**src/rtl/core_bus_arb.sv**
```systemverilog
// Two-master (instruction fetch, load/store) to one-slave pipelined Wishbone arbiter
// with registered grant, LS priority, beat-boundary handoff and a stall watchdog.
module core_bus_arb #(
  parameter int ADDR_W  = 32,
  parameter int DATA_W  = 32,
  parameter int TIMEOUT = 255
) (
  input  logic                clk,
  input  logic                rst,

  input  logic                if_cyc,
  input  logic                if_stb,
  input  logic                if_we,
  input  logic [ADDR_W-1:0]   if_adr,
  input  logic [DATA_W/8-1:0] if_sel,
  input  logic [DATA_W-1:0]   if_dat_mo,
  output logic [DATA_W-1:0]   if_dat_so,
  output logic                if_ack,
  output logic                if_err,

  input  logic                ls_cyc,
  input  logic                ls_stb,
  input  logic                ls_we,
  input  logic [ADDR_W-1:0]   ls_adr,
  input  logic [DATA_W/8-1:0] ls_sel,
  input  logic [DATA_W-1:0]   ls_dat_mo,
  output logic [DATA_W-1:0]   ls_dat_so,
  output logic                ls_ack,
  output logic                ls_err,

  output logic                s_cyc,
  output logic                s_stb,
  output logic                s_we,
  output logic [ADDR_W-1:0]   s_adr,
  output logic [DATA_W/8-1:0] s_sel,
  output logic [DATA_W-1:0]   s_dat_mo,
  input  logic [DATA_W-1:0]   s_dat_so,
  input  logic                s_ack,
  input  logic                s_err,

  output logic [1:0]          gnt
);

  typedef enum logic [1:0] {
    IDLE   = 2'b00,
    GNT_IF = 2'b01,
    GNT_LS = 2'b10
  } state_t;

  localparam bit WD_ON = (TIMEOUT > 0);
  localparam int CNT_W = WD_ON ? $clog2(TIMEOUT + 1) : 1;
  localparam logic [CNT_W-1:0] CNT_LAST = WD_ON ? CNT_W'(TIMEOUT - 1) : '0;

  state_t           state_reg;
  logic [CNT_W-1:0] cnt_reg;

  logic granted_stb;
  logic term;
  logic stall;
  logic abort;

  // Strobe of whichever master owns the bus, kept separate from the output mux
  // so the watchdog does not depend on the routed termination signals.
  always_comb begin
    granted_stb = 1'b0;
    case (state_reg)
      GNT_IF:  granted_stb = if_stb;
      GNT_LS:  granted_stb = ls_stb;
      default: granted_stb = 1'b0;
    endcase
  end

  assign term  = s_ack | s_err;
  assign stall = (state_reg != IDLE) && granted_stb && !term;
  assign abort = WD_ON && stall && (cnt_reg == CNT_LAST);

  always_ff @(posedge clk or negedge rst) begin
    if (!rst) begin
      state_reg <= IDLE;
      cnt_reg   <= '0;
    end else begin
      case (state_reg)
        IDLE: begin
          cnt_reg <= '0;
          if (ls_cyc)      state_reg <= GNT_LS;
          else if (if_cyc) state_reg <= GNT_IF;
        end
        GNT_IF: begin
          if (abort) begin
            state_reg <= IDLE;
            cnt_reg   <= '0;
          end else if (!if_cyc) begin
            state_reg <= ls_cyc ? GNT_LS : IDLE;
            cnt_reg   <= '0;
          end else if (ls_cyc && term) begin
            // Hand over only on a beat boundary so an IF beat is never cut.
            state_reg <= GNT_LS;
            cnt_reg   <= '0;
          end else if (term) begin
            cnt_reg <= '0;
          end else if (stall) begin
            cnt_reg <= cnt_reg + CNT_W'(1);
          end
        end
        GNT_LS: begin
          if (abort) begin
            state_reg <= IDLE;
            cnt_reg   <= '0;
          end else if (!ls_cyc) begin
            state_reg <= if_cyc ? GNT_IF : IDLE;
            cnt_reg   <= '0;
          end else if (term) begin
            cnt_reg <= '0;
          end else if (stall) begin
            cnt_reg <= cnt_reg + CNT_W'(1);
          end
        end
        default: begin
          state_reg <= IDLE;
          cnt_reg   <= '0;
        end
      endcase
    end
  end

  // Bus routing follows the registered grant only; IDLE parks everything at zero.
  always_comb begin
    s_cyc     = 1'b0;
    s_stb     = 1'b0;
    s_we      = 1'b0;
    s_adr     = '0;
    s_sel     = '0;
    s_dat_mo  = '0;
    if_dat_so = '0;
    if_ack    = 1'b0;
    if_err    = 1'b0;
    ls_dat_so = '0;
    ls_ack    = 1'b0;
    ls_err    = 1'b0;
    case (state_reg)
      GNT_IF: begin
        s_cyc     = if_cyc;
        s_stb     = if_stb;
        s_we      = if_we;
        s_adr     = if_adr;
        s_sel     = if_sel;
        s_dat_mo  = if_dat_mo;
        if_dat_so = s_dat_so;
        if_ack    = s_ack & ~abort;
        if_err    = s_err | abort;
      end
      GNT_LS: begin
        s_cyc     = ls_cyc;
        s_stb     = ls_stb;
        s_we      = ls_we;
        s_adr     = ls_adr;
        s_sel     = ls_sel;
        s_dat_mo  = ls_dat_mo;
        ls_dat_so = s_dat_so;
        ls_ack    = s_ack & ~abort;
        ls_err    = s_err | abort;
      end
      default: ;
    endcase
  end

  assign gnt = state_reg;

endmodule

```
**config.mk**
```make
export PLATFORM = sky130hd
export DESIGN_NAME = core_bus_arb
export DESIGN_NICKNAME = d
export VERILOG_FILES = /design/src/rtl/core_bus_arb.sv
export SDC_FILE = /design/constraint.sdc
export NUM_CORES = 1
export LEC_CHECK = 0
export CORE_AREA = 2 2 124 126
export DETAILED_ROUTE_END_ITERATION = 10
export DIE_AREA = 0 0 126 128
export GPL_TIMING_DRIVEN = 1
export HOLD_SLACK_MARGIN = 0.02
export RECOVER_POWER = 100
export SYNTH_ARGS = -nofsm -noshare
export SYNTH_HDL_FRONTEND = slang
export SYNTH_SLANG_ARGS = --single-unit
export TNS_END_PERCENT = 10
```
**constraint.sdc**
```tcl
create_clock -name clk -period 1.9 [get_ports clk]
set_input_delay 0.285 -clock clk [delete_from_list [all_inputs] [get_ports clk]]
set_output_delay 0.285 -clock clk [all_outputs]
set_load 0.01 [all_outputs]
```
* Yosys cells after proc, flatten, opt, wreduce, memory -nomap -nowiden *
Index checks and enable logic that the tools add are counted.

cells by class
  add/subtract/negate cells = 1
  equal/unequal tests = 6
  multiplexer cells = 30
  bitwise operators = 4
  reductions and logical operators = 8

operators with widths
  cell                                           number
  one-hot mux 32 bit (2 select lines)            2
  2-to-1 mux 32 bit                              2
  2-to-1 mux 8 bit                               7
  2-to-1 mux 2 bit                               8
  one-hot mux 8 bit (2 select lines)             1
  adder 8 x 1 -> 8 bit, second input constant    1
  == test 8 bit, second input constant           1
  one-hot mux 4 bit (2 select lines)             1
  inequality test 3 bit, second input constant   2
  one-hot mux 1 bit (2 select lines)             3
  one-hot mux 2 bit (3 select lines)             1
  2-to-1 mux 1 bit                               5
  logical AND 1 bit                              4
  inequality test 4 bit, second input constant   1
  AND reduction 3 bit                            1
  == test 2 x 1 -> 1 bit, second input constant  1
  == test 2 bit, second input constant           1
  zero test 2 bit                                1
  bitwise OR 1 bit                               2
  nonzero test 2 bit                             1
  bitwise AND 1 bit                              1
  zero test 1 bit                                1
  NOT 1 bit                                      1

word-level totals
  bits in registers = 10
  bits of input ports = 178
  output and inout bits = 141
  word-level logic and storage cells = 51

* Depth between registers and ports, before layout *
  word-level depth = 10
  mapped depth = 8
  mapped depth without buffers = 7

* Worst setup path after synthesis *
OpenSTA, ideal clock, no wires.

  path kind = register to output
  start = reg state_reg[0] (netlist: gnt[0])
  end = out if_err
  arrival = 1.588 ns
  required time = 1.615 ns
  path slack = 0.027 ns
  stages on the path, launching flop included = 8
  buffers on the path = 0
  cells stage by stage = dfrtp_1 -> inv_1 -> ha_1 -> nor3_1 -> nand3_1 -> or2_1 -> nor2b_4 -> nor2b_2

between the ends
  cells in the longest elaborated chain, start to end = 7
  elaborated cells on any way between the ends = 9
  classes of those cells = 2 x eq/ne; 2 x mux; 1 x bitwise; 4 x reduce/logical

RTL lines
  item                                                     RTL line  text
  start: declaration                                       54        state_t state_reg;
  start signal: assignment                                 93        state_reg <= ls_cyc ? GNT_LS : IDLE;
  start signal: assignment                                 110       state_reg <= if_cyc ? GNT_IF : IDLE;
  == test 2 bit or == test 2 x 1 -> 1 bit (tied branches)  66, 140
  one-hot mux 1 bit (2 select lines)                       66        case (state_reg)
  logical AND 1 bit (2 in a row)                           74        assign stall = (state_reg != IDLE) && granted_stb && !term;
  logical AND 1 bit                                        75        assign abort = WD_ON && stall && (cnt_reg == CNT_LAST);
  bitwise OR 1 bit                                         150       if_err = s_err | abort;
  2-to-1 mux 1 bit (*)                                     140       case (state_reg)
  end: declaration                                         19        output logic if_err,

Mark *: on every way between the ends. The rest lies on a longest branch, timed or not.

* Worst setup path in the final report *
  start = reg state_reg[1] (netlist: gnt[1])
  end = out s_dat_mo[13]

between the ends
  cells in the longest elaborated chain, start to end = 2
  elaborated cells on any way between the ends = 3
  classes of those cells = 2 x eq/ne; 1 x mux

RTL lines
  item                                                     RTL line  text
  == test 2 bit or == test 2 x 1 -> 1 bit (tied branches)  140
  one-hot mux 32 bit (2 select lines) (*)                  140
  end: declaration                                         36        output logic [DATA_W-1:0] s_dat_mo,

Marks and branches as above.

==> reports/metrics.cfg <==
[synthesis]
synth_most_common_cell = nor2_1
syn_avg_cell_area_sq_um = 6.64
ys_seq_elements = 10
syn_area_sq_um = 2070
synth_common_cells = nor2_1, a22oi_1, and2_1
ys_types = 34
synthFlopType = dfrtp_1
synth_top_area_frac = 0.258
seq_area_frac_synth = 0.121
yosys.area.top_type = a22oi_1
syn-num-nets = 495
synthCells = 311
ys_warn_count = 0
synth_edf_count = 0
synthArstFlopShare = 1.00
synth_area_leaders = a22oi_1, and2_1, nor2_1

[power]
leakage_nw = 2.67
clkPwrFrac = 0.058
comb_power_share = 0.907
seqPwrFrac = 0.035
netSwitchingFraction = 0.462
power_density_nw_per_um2 = 1190
irDropWorstVdd_uv = 480
cellInternalPower_mw = 3.87
p_switching_mw = 3.32

[clock_tree]
cts-htree-levels = 1
cts_tree = yes
root_buffer = clkbuf_16
cts.sink_count = 10
cts_made_buffers = 3
cts.path.max_buffers = 2
worstSkewPairLatency_ps = 240
cts_hold_buf = 0
cts.clk_slew.worst_paths_ps = 40

[sta]
fin_skew_ps = 3.06
fin_hold_ws_ps = 446
slew_violations = 0
hold_viol_final = 0
finalCriticalPeriod_ps = 2020
finalSetupTns_ps = -1570
worstMarginPinSlew_ps = 476
period_share = 1.06
fmax_mhz = 496
slew_headroom = 0.681
setup-violations-final = 28
rsz0062_at_grt = yes
fin_ws_ps = -116

[route]
wl_per_cell_um = 17.5
routed_via_density = 4.42
drtPass1Iterations = 4
finalWirelength_um = 14900
ant_nets = 0
drt_iter0_drc = 124
drc_errors = 0
vias = 3762

[layout]
largest_reg_flops = 8
fin_nets = 847
n_fill_cell = 1512
final_layout_size_suffix_gt1_frac = 0.443
design_area_sq_um = 6020
final_cells = 851
syn2layout_area_growth_pct = 192

[worst_setup_path]
required_ps = 1620
r2r_setup_slack_ps = -40
ff2ff_path_depth = 11
reg2reg_from = gnt[0]
arrival_ps = 1730
crit_type = reg2out
cp_max_fo = 9
cp-end-kind = primary output
start_kind = flop
r2r_end = cnt_reg[3]

[status]
violations = setup timing
status = complete, but fails checks

[placed_design]
pre_cts_ws_ps = -475
hpwl_um = 10500
io_buffers = 318
place_area_sq_um = 5720
gp_congestion = 0.792
dp_cells = 819

[min_path]
hp-class = in2async

[global_route]
grt_pass1_vias = 3825
grt_overflow_total = 0
grt_max_degree = 26
grt.total_usage = 0.166
antenna_found_initial = 1
grt_pass1_wl_um = 21500

[floorplan]
dieHeight_um = 128
ios = 319
initial_core_util = 0.139
die_w_um = 126
die_area_sq_um = 16100
core_sq_um = 14900
num_rows = 45

[run]
cap_violations = 0

==> worst max path at each step <==
stage,startpoint,endpoint,slack [ps],cells after the start
after floorplan,gnt[0],if_err,30,7
after global placement,s_err,if_err,-500,7
after detailed placement,s_err,ls_err,-470,7
after CTS,gnt[1],ls_err,-100,8
after global routing,gnt[0],ls_err,-170,8
final,gnt[1],s_dat_mo[13],-120,7
==> power groups by stage <==
stage	sequential, mW	clock [mW]	combinational [mW]
after floorplan	0.264	0	2.38
after global placement	0.245	0	5.46
after detailed placement	0.245	0	5.52
after CTS	0.249	0.415	6.47
after global routing	0.251	0.437	7.00
final	0.249	0.417	6.52
==> kinds of logic (layout without fill, tap and decap cells) <==
logic type,count (synthesis),in the layout,share of synthesized area
AND/OR/NAND/NOR,170,170,0.438
AO/OA/AOI/OAI,82,82,0.303
buffers and inverters,36,387,0.0715
flip-flops,10,10,0.121
XOR/XNOR,7,7,0.0297
adder cells (fa/ha/maj),6,6,0.0363
other,0,1,0
==> final cells by class <==
cell class	instances	area (sq um)	share of cell area
antenna	1	2.50	0.000416
inverter	5	26.3	0.00436
clock buffer	4	88.8	0.0148
multi-input combinational	265	2100	0.349
sequential	10	250	0.0416
timing repair buffer	378	3310	0.550
tap	188	235	0.0391
==> critical path: stages (launching register included) <==
cell and delay, ps:
dfrtp_1 390, buf_6 130, ha_4 170, buf_6 130, bufbuf_16 280, a22oi_2 200
nor2_2 60, buf_2 140
==> placed cells by master, fill, tap and decap left out, drive strengths merged, types with 3 or more instances in the layout <==
cell type        n
xor2             6
nor2b            5
nand4            5
clkdlybuf4s15    6
dfrtp           10
a22oi           71
and2            67
nor2            80
o21ai            6
dlygate4sd3      3
buf            153
clkdlybuf4s50  175
clkbuf          42
inv              5
nand2            3
ha               6
==> metal layers <==
metal | vias up | routed length, um | GRT usage
met3 | 8 | 1120 | 0.0367
li1 | 1795 | - | -
met5 | - | 0 | 0
met1 | 1755 | 5940 | 0.197
met2 | 204 | 7700 | 0.312
met4 | 0 | 111 | 0.0207
==> metrics by stage <==
step	utilization	power [mW]
floorplan	-	2.64
global placement	0.385	5.71
detailed placement	0.385	5.77
CTS	0.410	7.13
global route	0.405	7.69
finish	0.405	7.19
==> repair_timing <==
action / CTS / global route
cloned: 10 / 2
setup endpoints to repair: 147 / 135
pin swaps: 11 / 29
buffers inserted: 12 / 3
gates resized for setup: 606 / 58
No activity file was read; power rests on OpenSTA's default activity.
